--- src/rtl/sc_pkg.sv ---
// ============================================================================
// Module      : sc_pkg
// Description : Shared stochastic-computing constants and helpers.
// Revision    : 1.0 - initial release
// ============================================================================
`default_nettype none

package sc_pkg;

  localparam logic [1:0] c_IDLE = 2'd0;
  localparam logic [1:0] c_LOAD = 2'd1;
  localparam logic [1:0] c_RUN  = 2'd2;
  localparam logic [1:0] c_DONE = 2'd3;

  // Reverses the low 'width' bits of value; bits above 'width' come back as 0.
  function automatic logic [31:0] bitrev(input logic [31:0] value, input int unsigned width);
    logic [31:0] r;
    r = '0;
    for (int i = 0; i < 32; i++) begin
      if (i < int'(width)) begin
        r[i] = value[5'(int'(width) - 1 - i)];
      end
    end
    return r;
  endfunction

endpackage

`default_nettype wire

--- src/rtl/alaghi_adder.sv ---
// ============================================================================
// Module      : alaghi_adder
// Description : Correlated stochastic adder; a toggle flop splits disagreeing bits.
// Revision    : 1.0 - initial release
// ============================================================================
`default_nettype none

module alaghi_adder #(
  parameter bit reset_seed = 1'b0
) (
  input  logic clk,
  input  logic rst,
  input  logic x,
  input  logic y,
  output logic z
);

  logic r_toggle;

  // Agreeing bits pass straight through; disagreeing ones alternate 0/1 from the seed.
  assign z = (x == y) ? x : r_toggle;

  always_ff @(posedge clk) begin
    if (rst) begin
      r_toggle <= reset_seed;
    end else if (x != y) begin
      r_toggle <= ~r_toggle;
    end
  end

endmodule

`default_nettype wire

--- src/rtl/sc_sng.sv ---
// ============================================================================
// Module      : sc_sng
// Description : Comparator stochastic number source: stream_bit = src < value.
// Revision    : 1.0 - initial release
// ============================================================================
`default_nettype none

module sc_sng #(
  parameter int WIDTH = 8
) (
  input  logic [WIDTH-1:0] src,
  input  logic [WIDTH-1:0] value,
  output logic             stream_bit
);

  assign stream_bit = (src < value);

endmodule

`default_nettype wire

--- src/rtl/sc_add_sequencer.sv ---
// ============================================================================
// Module      : sc_add_sequencer
// Description : Runs alaghi_adder over a full 2^WIDTH stream and returns the count.
// Revision    : 1.0 - initial release
// ============================================================================
`default_nettype none

module sc_add_sequencer
  import sc_pkg::*;
#(
  parameter int WIDTH      = 8,
  parameter bit ADDER_SEED = 1'b0
) (
  input  logic             clk,
  input  logic             rst,
  input  logic             in_valid,
  output logic             in_ready,
  input  logic [WIDTH-1:0] a,
  input  logic [WIDTH-1:0] b,
  output logic             out_valid,
  input  logic             out_ready,
  output logic [WIDTH-1:0] result,
  output logic             busy,
  output logic             sum_bit
);

  logic [1:0]       r_state;
  logic [WIDTH-1:0] r_a;
  logic [WIDTH-1:0] r_b;
  logic [WIDTH-1:0] r_cnt;
  logic [WIDTH:0]   r_ones;

  logic [WIDTH-1:0] w_cnt_rev;
  logic             w_run;
  logic             w_cnt_last;
  logic             w_x_raw;
  logic             w_y_raw;
  logic             w_x;
  logic             w_y;
  logic             w_z;
  logic             w_adder_rst;

  assign w_run      = (r_state == c_RUN);
  assign w_cnt_last = (r_cnt == {WIDTH{1'b1}});
  assign w_cnt_rev  = WIDTH'(bitrev(32'(r_cnt), WIDTH));

  sc_sng #(.WIDTH(WIDTH)) u_sng_x (
    .src        (r_cnt),
    .value      (r_a),
    .stream_bit (w_x_raw)
  );

  // Bit-reversed source keeps the y stream decorrelated from the thermometer x stream.
  sc_sng #(.WIDTH(WIDTH)) u_sng_y (
    .src        (w_cnt_rev),
    .value      (r_b),
    .stream_bit (w_y_raw)
  );

  assign w_x         = w_run & w_x_raw;
  assign w_y         = w_run & w_y_raw;
  assign w_adder_rst = rst | (r_state == c_LOAD);

  alaghi_adder #(.reset_seed(ADDER_SEED)) u_adder (
    .clk (clk),
    .rst (w_adder_rst),
    .x   (w_x),
    .y   (w_y),
    .z   (w_z)
  );

  always_ff @(posedge clk) begin
    if (rst) begin
      r_state <= c_IDLE;
      r_a     <= '0;
      r_b     <= '0;
      r_cnt   <= '0;
      r_ones  <= '0;
    end else begin
      case (r_state)
        c_IDLE: begin
          if (in_valid) begin
            r_a     <= a;
            r_b     <= b;
            r_state <= c_LOAD;
          end
        end
        c_LOAD: begin
          r_cnt   <= '0;
          r_ones  <= '0;
          r_state <= c_RUN;
        end
        c_RUN: begin
          r_ones <= r_ones + (WIDTH+1)'(w_z);
          r_cnt  <= r_cnt + 1'b1;
          if (w_cnt_last) begin
            r_state <= c_DONE;
          end
        end
        c_DONE: begin
          if (out_ready) begin
            r_state <= c_IDLE;
          end
        end
        default: r_state <= c_IDLE;
      endcase
    end
  end

  // The sum of two sub-unity probabilities halved can never reach 2^WIDTH ones.
  always_ff @(posedge clk) begin
    if (!rst && r_state == c_DONE) begin
      assert (r_ones[WIDTH] == 1'b0);
    end
  end

  assign in_ready  = (r_state == c_IDLE);
  assign out_valid = (r_state == c_DONE);
  assign result    = r_ones[WIDTH-1:0];
  assign busy      = (r_state == c_LOAD) || w_run;
  assign sum_bit   = w_run & w_z;

endmodule

`default_nettype wire

--- config.mk ---
export PLATFORM = sky130hd
export DESIGN_NAME = sc_add_sequencer
export DESIGN_NICKNAME = d
export VERILOG_FILES = /design/src/rtl/sc_pkg.sv /design/src/rtl/alaghi_adder.sv /design/src/rtl/sc_sng.sv /design/src/rtl/sc_add_sequencer.sv
export SDC_FILE = /design/constraint.sdc
export NUM_CORES = 1
export LEC_CHECK = 0
export CORE_MARGIN = 2
export CORE_UTILIZATION = 38
export CTS_CLUSTER_SIZE = 24
export DETAILED_ROUTE_END_ITERATION = 12
export SLEW_MARGIN = 20
export SYNTH_ARGS = -nofsm -noshare
export SYNTH_HDL_FRONTEND = slang
export SYNTH_SLANG_ARGS = --single-unit
--- constraint.sdc ---
create_clock -name clk -period 6.43 [get_ports clk]
set_input_delay 1.286 -clock clk [delete_from_list [all_inputs] [get_ports clk]]
set_output_delay 1.286 -clock clk [all_outputs]
set_load 0.02 [all_outputs]
# After elaboration in Yosys (flattened, before gate mapping)
# Cells that the tools add are included.
[classes] addsub=2 magnitude_cmp=2 n_eq_ne=9 muxes=7 bitwise=5 reduce_logical=5
[ops] operator="9-bit case mux with 2 select lines" count=1
[ops] operator="8-bit less-than comparator" count=2
[ops] operator="8-bit case mux with 2 select lines" count=1
[ops] operator="9-bit by 1-bit adder with 9-bit output" count=1
[ops] operator="8-bit by 1-bit adder with 8-bit output (second input constant)" count=1
[ops] operator="8-bit equality test (second input constant)" count=1
[ops] operator="2-bit case mux with 4 select lines" count=1
[ops] operator="2-bit two-way mux" count=3
[ops] operator="2-bit equality test (second input constant)" count=2
[ops] operator="2-bit by 1-bit != test with 1-bit output (second input constant)" count=2
[ops] operator="1-bit AND" count=3
[ops] operator="3-bit AND reduction" count=1
[ops] operator="2-bit by 1-bit equality test with 1-bit output (second input constant)" count=1
[ops] operator="2-bit zero test" count=1
[ops] operator="2-bit != test (second input constant)" count=1
[ops] operator="2-bit AND reduction" count=1
[ops] operator="2-bit nonzero test" count=1
[ops] operator="1-bit equality test" count=1
[ops] operator="1-bit logical OR" count=1
[ops] operator="1-bit two-way mux" count=1
[ops] operator="1-bit != test" count=1
[ops] operator="1-bit NOT" count=1
[ops] operator="1-bit bitwise OR" count=1
[word_totals] regBits=36 inputBits=20 out_inout_bits=12

# Longest topological paths before layout
# Gate-level depths: netlist of the first run.
[depth] depth_word=6 mapped_depth=11 depth_no_buf=11

# By module
# Synthesis of the first run repeated with hierarchy kept, for this count alone.
[unflattened] cells_unflattened=228 hier_area_um2=1874.3
[by_module_without_submodules] module="sc_add_sequencer" instances=1 cells_per_inst=174 area_per_inst_um2=1465.2 seq_area_each_um2=680.7
[by_module_without_submodules] module="sc_sng" instances=2 cells_per_inst=25 area_per_inst_um2=176.4 seq_area_each_um2=0.0
[by_module_without_submodules] module="alaghi_adder" instances=1 cells_per_inst=4 area_per_inst_um2=56.3 seq_area_each_um2=20.0

# Least setup slack after synthesis of the first run
# No wires, ideal clock.
[synth_path] kind="reg2out" startpoint="register r_a[3]" endpoint="output port sum_bit" arrival_time_ps=1804 slack_ps=3340 path_stages_with_launch=7 cell_sequence="dfxtp_1 -> inv_1 -> ha_1 -> a211oi_1 -> o21ai_0 -> a2111oi_2 -> maj3_1"
[synth_between] elab_chain_len=5
[synth_lines] element="from (decl)" line_no="sc_add_sequencer.sv:28" text="logic [WIDTH-1:0] r_a;"
[synth_lines] element="from (signal assigned)" line_no="sc_add_sequencer.sv:75" text="r_a <= '0;"
[synth_lines] element="from (signal assigned)" line_no="sc_add_sequencer.sv:83" text="r_a <= a;"
[synth_lines] element="8-bit less-than comparator *" line_no="sc_sng.sv:16" text="assign stream_bit = (src < value);"
[synth_lines] element="1-bit AND *" line_no="sc_add_sequencer.sv:60" text="assign w_x = w_run & w_x_raw;"
[synth_lines] element="1-bit equality test" line_no="alaghi_adder.sv:21" text="assign z = (x == y) ? x : r_toggle;"
[synth_lines] element="1-bit two-way mux *" line_no="alaghi_adder.sv:21"
[synth_lines] element="1-bit AND *" line_no="sc_add_sequencer.sv:121" text="assign sum_bit = w_run & w_z;"
[synth_lines] element="to (decl)" line_no="sc_add_sequencer.sv:24" text="output logic sum_bit"
# Mark *: on every way between the ends. The rest lies on a longest branch, timed or not.

# Final worst setup path of the first run
[layout_path] startpoint="register r_cnt[3]" endpoint="output port sum_bit"
[layout_between] elab_chain_len=5 word_cells_on_any_way=7 classes_between="order compare (2); eq/ne (1); mux (1); bitwise (3)"
[layout_lines] element="from (decl)" line_no="sc_add_sequencer.sv:30" text="logic [WIDTH-1:0] r_cnt;"
[layout_lines] element="from (signal assigned)" line_no="sc_add_sequencer.sv:95" text="r_cnt <= r_cnt + 1'b1;"
[layout_lines] element="8-bit less-than comparator" line_no="sc_sng.sv:16"
[layout_lines] element="1-bit AND (on tied branches)" line_no="sc_add_sequencer.sv:60, sc_add_sequencer.sv:61"
[layout_lines] element="1-bit equality test" line_no="alaghi_adder.sv:21"
[layout_lines] element="1-bit two-way mux *" line_no="alaghi_adder.sv:21"
[layout_lines] element="1-bit AND *" line_no="sc_add_sequencer.sv:121"
# Marks and branches as above.

==> impl_results.md, run 1 <==
* Post-Syn Nets at 251
* Starting DRC count in detailed routing at 44
* Status: finished, final reports clean
* Area Overhead vs Synth at 23.7%
* Via-to-Cell Ratio at 4.86
* DR pass1 iterations at 4
* Vias in the first global route at 1340
* Core Region at 4690 sq um
* Max Clk Rate at 0.244 GHz
* CTS Root Cell: clkbuf_8
* Fin cells at 296
* Cells after Synth at 210
* Total CTS buffers at 5
* Die width at 73.4 um
* Total Negative Setup Slacks at 0 ns
* Power Internal at 0.448 mW
* Slew Limit Fails at 0
* Initial Utilization at 39.0%
* Vias at 1439
* Sequential power share at 37.4%
* Most frequent cells in the layout: nand2_1, dfxtp_1, clkdlybuf4s50_1
* Least-Margin Pin Slew at 0.786 ns
* Clock power frac at 21.3%
* Critical-path maximum fanout at 5
* Worst min path class: reg -> reg
* Crit-path cells: ha_1, a211oi_1, o21ai_0, a2111oi_2, maj3_1, clkdlybuf4s50_1
* Post-layout minimum cycle time at 4.09 ns
* Nets at 282
* Gr usage total at 15.1%
* Comb pwr share at 41.3%
* Switch Pwr at 0.266 mW
* Sw Ratio at 37.2%
* Sequential share of the synthesized area at 38.3%
* First-pass GRT wire length at 6170 um
* Netlist cell types at 35
* Number of setup buffers added after CTS at 0
* RSZ-0062 raised after global routing: false
* WHS at 0.456 ns
* DIE AREA at 5380 sq um
* Adder-cell share of the synthesized area at 15.5%
* Final core occ at 48.2%
* Maximum vdd drop at 0.000106 V
* Setup Crit Path Kind: reg -> out
* Inserted Diodes at 0
* Period utilization at 63.7%
* Resize count post-CTS at 0
* Critical Path RT at 5.14 ns
* Slowest Stage Delay on Critical Path at 0.60 ns
* Slowest CP cell: clkdlybuf4s50_1
* Synth Area per Inst at 8.70 sq um
* Final hold violation count at 0
* XOR/XNOR Fraction of Synth Area at 6.50%
* Power Density at 316 nW/um^2
* Cell Area, Synth at 1830 sq um
* Multiplexer area fraction after synthesis at 2.19%
* Setup Viol. Count Final at 0
* Clk_lat worst skew at 0.28 ns
* Max Root-Sink Buffers at 2
* Largest family of logic cells by synthesized area: simple AND/OR/NAND/NOR gates
* Clk sink count at 35
* Die extent in y at 73.4 um
* Clk_skew at 0.00704 ns
* CTS tree: built
* Static leakage at 0.858 nW
* Site Rows at 25
* Largest net degree at the start of global routing at 21
* H-tree depth at 2
* Drt drc at 0
* Antenna Nets Post-Route at 0
* Commonest non-fill, non-tap cell in the layout: nand2_1
* Detailed Place HPWL at 2680 um
* Wirelength, routed at 3600 um
* Reg clk slew, reported paths at 0.07 ns
* PortBufs at 31
* Setup crit end kind: output pin
* Congestion Overflow GR at 0
* #FFs+latches synth at 35
* # Max-Cap Violations at 0
* Simple-gate share of the synthesized area at 18.2%
* Fraction of layout cells with a size suffix above 1 at 5.37%
* Cells after DPL at 288
* Worst EP arrival at 2.81 ns
* Io pins at 32
* Hold buffer count at CTS at 0
* Slew HR at 47.4%
* Critical Path Start Type: register
* RePlAce Congestion at 0.904
* Antenna violations before repair at 0
* Post-synthesis compound-gate area fraction at 14.0%
* WL/cell at 12.2 um
* Synth Warn # at 0
[synthesized netlist by cell type (all sizes together)]
master	number	area, sq um
xnor3	1	22.5
o221ai	1	8.76
nand3	1	5.00
nand4	5	31.3
xor2	8	70.1
and3	2	12.5
dfxtp	35	701
xnor2	3	26.3
a211oi	3	27.5
nor2	17	63.8
o21ai	4	23.8
nor3b	2	20.0
nand2	40	150
a21o	1	7.51
o31ai	1	7.51
nor3	2	15.0
inv	19	71.3
clkbuf	6	22.5
o211ai	2	15.0
nor2b	1	6.26
a2111oi	2	42.5
ha	21	263
maj3	2	20.0
buf	1	3.75
and2	1	6.26
and2b	1	10.0
mux2i	4	40.0
a21oi	20	100
o2111a	2	22.5
or3	2	12.5
[cell type report]
type | instances | area (sq um)
Sequential cell | 35 | 701
Clock inverter | 1 | 5.00
Clock buffer | 7 | 76.3
Tap cell | 54 | 67.6
Inverter | 19 | 71.3
Multi-Input combinational cell | 149 | 1030
Timing Repair Buffer | 31 | 310
Fill cell | 465 | 2430
[stage by stage]
stage	setup slack [ns]	area, sq um	power (mW)
after global placement	2.68	2180	0.571
after detailed placement	2.64	2180	0.571
after floorplan	3.34	1830	0.493
after CTS	2.32	2260	0.728
final	2.34	2260	0.713
after global routing	2.12	2260	0.777
[path summary, 6_finish.rpt]
check / startpoint / end / slack, ns / cells past startpoint
setup / recovery: r_cnt[3]$_SDFFE_PP0P_ / sum_bit / 2.34 / 6
hold / removal: r_a[0]$_SDFFE_PP0P_ / r_a[0]$_SDFFE_PP0P_ / 0.46 / 2
setup reg to reg: r_cnt[3]$_SDFFE_PP0P_ / r_ones[7]$_SDFFE_PP0P_ / 3.48 / 9
hold reg to reg: r_a[0]$_SDFFE_PP0P_ / r_a[0]$_SDFFE_PP0P_ / 0.46 / 2
[per-layer routing]
layer / vias to the layer above / routed length (um) / track usage [%]
li1: 767 / - / -
met1: 645 / 1740 / 20.0
met2: 21 / 1670 / 23.0
met3: 6 / 127 / 4.94
met4: 0 / 64 / 5.45
met5: - / 0 / 0
[registers in the layout, summed over array words and instances (netlist names)]
| register | cells |
|---|---|
| r_a | 8 |
| r_b | 8 |
| r_cnt | 8 |
| r_ones | 8 |
| r_state | 2 |
| u_adder.r_toggle | 1 |
[power by group through the flow]
stage	Combinational [mW]	Clock (mW)	Sequential (mW)
final	0.295	0.152	0.267
after global routing	0.334	0.171	0.271
after CTS	0.302	0.159	0.267
after detailed placement	0.300	0	0.272
after global placement	0.300	0	0.271
after floorplan	0.226	0	0.267
[kinds of logic after synthesis]
group / Yosys count
AND/OR/NAND/NOR: 74
AO/OA/AOI/OAI: 36
flip-flops: 35
buffers and inverters: 26
adder cells (fa/ha/maj): 23
XOR/XNOR: 12
multiplexers: 4
[critical path: cells and delay by family (launching register included)]
| kind | cells | cell delay [ns] |
|---|---|---|
| AOI/OAI and AO/OA | 3 | 0.93 |
| DFF | 1 | 0.43 |
| adders and majority gates | 2 | 0.56 |
| buffers and inverters | 1 | 0.60 |
Note: power is estimated with default switching activity, not from simulation.
==> run 2: changes to the inputs <==
clock period = 4.2 ns   (was 6.43 ns; I/O delays follow)
==> impl_results.md, run 2 (synthesis gave the netlist of run 1 again) <==
* Wirelength, routed at 3500 um (-2.8%)
* Io pins at 32 (unchanged)
* Worst R2R End: r_ones[7]$_SDFFE_PP0P_
* Congestion Overflow GR at 0 (unchanged)
* Slew HR at 46.5% (-0.93 points)
* Worst r2r src: r_cnt[3]$_SDFFE_PP0P_
* Met2 Usage GRT at 23.6% (+0.60 points)
* Total Negative Setup Slacks at 0 ns (unchanged)
* Worst setup path endpoint: sum_bit
* Grt met1 use at 18.4% (-1.6 points)
* Reg clk slew, reported paths at 0.06 ns (about the same)
* CTS Root Cell: clkbuf_8
* Worst EP arrival at 2.84 ns (+0.03 ns)
* Most frequent cells in the layout: nand2_1, dfxtp_1, clkdlybuf4s50_1
* Power Density at 492 nW/um^2 (+56%)
* Final hold violation count at 0 (unchanged)
* Starting DRC count in detailed routing at 31 (-30%)
* R2R Setup Slk at 1.21 ns (-2.27 ns)
* Site Rows at 25 (unchanged)
* PortBufs at 31 (unchanged)
* Total CTS buffers at 5 (unchanged)
* Initial Utilization at 39.0% (unchanged)
* Core Region at 4690 sq um (unchanged)
* Area Overhead vs Synth at 24.7%
* Drt drc at 0 (unchanged)
* Critical Path RT at 3.36 ns (-1.78 ns)
* Resize count post-CTS at 0 (unchanged)
* DIE AREA at 5380 sq um (unchanged)
* Worst hold stages at 2 (unchanged)
* Least-Margin Pin Slew at 0.800 ns (+0.0140 ns)
* Maximum vdd drop at 0.000186 V (+74%)
* Fill cells at 461 (-0.86%)
* Antenna Nets Post-Route at 0 (unchanged)
* First-pass GRT wire length at 6200 um (+0.57%)
* Critical Path Start Type: register
* Setup crit end kind: output pin
* Register-to-Register Path Depth at 9 (unchanged)
* Setup Crit Path Kind: reg -> out
* Max Clk Rate at 0.272 GHz
* Nets at 282 (unchanged)
* Vias in the first global route at 1419 (+5.9%)
* Slowest CP cell: clkdlybuf4s50_1
* Commonest non-fill, non-tap cell in the layout: nand2_1
* Slew Limit Fails at 0 (unchanged)
* DR pass1 iterations at 4 (unchanged)
* Setup Viol. Count Final at 0 (unchanged)
* Antenna violations before repair at 0 (unchanged)
* Die width at 73.4 um (unchanged)
* # Max-Cap Violations at 0 (unchanged)
* Met3 GRT Util at 4.80% (-0.14 points)
* Inserted Diodes at 0 (unchanged)
* Detailed Place HPWL at 2620 um (-2.3%)
* Worst min path class: reg -> reg
* Clk_skew at 0.00321 ns (-0.00383 ns)
* Fraction of layout cells with a size suffix above 1 at 5.79% (+0.41 points)
* Period utilization at 87.6%
* Crit. Startpoint: r_cnt[3]$_SDFFE_PP0P_
* Die extent in y at 73.4 um (unchanged)
* Clk_lat worst skew at 0.28 ns (about the same)
* Crit-path cells: ha_1, a211oi_1, o21ai_0, a2111oi_2, maj3_1, clkdlybuf4s50_1
* RSZ-0062 raised after global routing: false
* RePlAce Congestion at 0.905 (+0.11%)
* Via-to-Cell Ratio at 4.84 (-0.49%)
* Hold buffer count at CTS at 0 (unchanged)
* Gr usage total at 14.7% (-0.39 points)
* Critical-path maximum fanout at 5 (unchanged)
* Post-layout minimum cycle time at 3.68 ns
* Largest net degree at the start of global routing at 21 (unchanged)
* Vias at 1432 (-0.49%)
* Slowest Stage Delay on Critical Path at 0.60 ns (about the same)
* CTS tree: built
* GRT busiest layer: met2
* Static leakage at 0.867 nW (+1.1%)
* Status: finished, final reports clean
* WL/cell at 11.8 um (-2.8%)
* H-tree depth at 2 (unchanged)
* Number of setup buffers added after CTS at 0 (unchanged)
* Max Root-Sink Buffers at 2 (unchanged)
* Final core occ at 48.6% (+0.40 points)
* Clk sink count at 35 (unchanged)
==> run 2: cell count changes in the layout (fill, tap and decap cells not counted), sizes merged <==
| cell | change |
|---|---|
| clkbuf | +1 |
| clkinv | -1 |
==> run 2: layout make-up <==
class	count	area [sq um]	share of cell area, %
Multi-Input combinational cell	149	1030	45.2
Sequential cell	35	701	30.7
Timing Repair Buffer	31	310	13.6
Clock buffer	8	100	4.39
Inverter	19	71.3	3.13
Tap cell	54	67.6	2.96
==> run 2: power by group <==
group	internal (mW)	switching [mW]	leakage (nW)
registers	0.378	0.0312	0.285
logic	0.192	0.259	0.531
clock network	0.150	0.112	0.0515
==> run 2: worst min-delay path by stage <==
stage	start	end	slack [ns]
6_report	r_a[3]$_SDFFE_PP0P_	r_a[3]$_SDFFE_PP0P_	0.46
5_1_grt	r_b[0]$_SDFFE_PP0P_	r_b[0]$_SDFFE_PP0P_	0.48
2_1_floorplan	r_b[0]$_SDFFE_PP0P_	r_b[0]$_SDFFE_PP0P_	0.43
3_3_place_gp	r_b[0]$_SDFFE_PP0P_	r_b[0]$_SDFFE_PP0P_	0.44
4_1_cts	r_a[1]$_SDFFE_PP0P_	r_a[1]$_SDFFE_PP0P_	0.46
3_5_place_dp	r_b[1]$_SDFFE_PP0P_	r_b[1]$_SDFFE_PP0P_	0.45
==> run 2: critical path: cells and delay by family (launching register included) <==
kind / cells / cell delay (ns)
AO/OA/AOI/OAI: 3 / 0.95
buffers and inverters: 1 / 0.60
adder cells (fa/ha/maj): 2 / 0.57
flip-flops: 1 / 0.44
==> run 2: layer usage <==
layer	up-vias	wire length, um	part of all wire [%]
li1	771	-	-
met1	634	1700	48
met2	19	1620	46
met3	8	115	3.3
met4	0	65	1.9
met5	-	0	0
==> run 2: stage by stage <==
| stage | hold WS, ns | std cells | setup WS, ns | cell area (sq um) | power, mW |
|---|---|---|---|---|---|
| final | 0.456 | 296 | 0.522 | 2280 | 1.12 |
| after global routing | 0.482 | 296 | 0.353 | 2280 | 1.22 |
| after CTS | 0.457 | 296 | 0.520 | 2280 | 1.14 |
| after detailed placement | 0.447 | 288 | 0.833 | 2180 | 0.874 |
| after global placement | 0.441 | 288 | 0.896 | 2180 | 0.875 |
| after floorplan | 0.431 | 210 | 1.56 | 1830 | 0.754 |
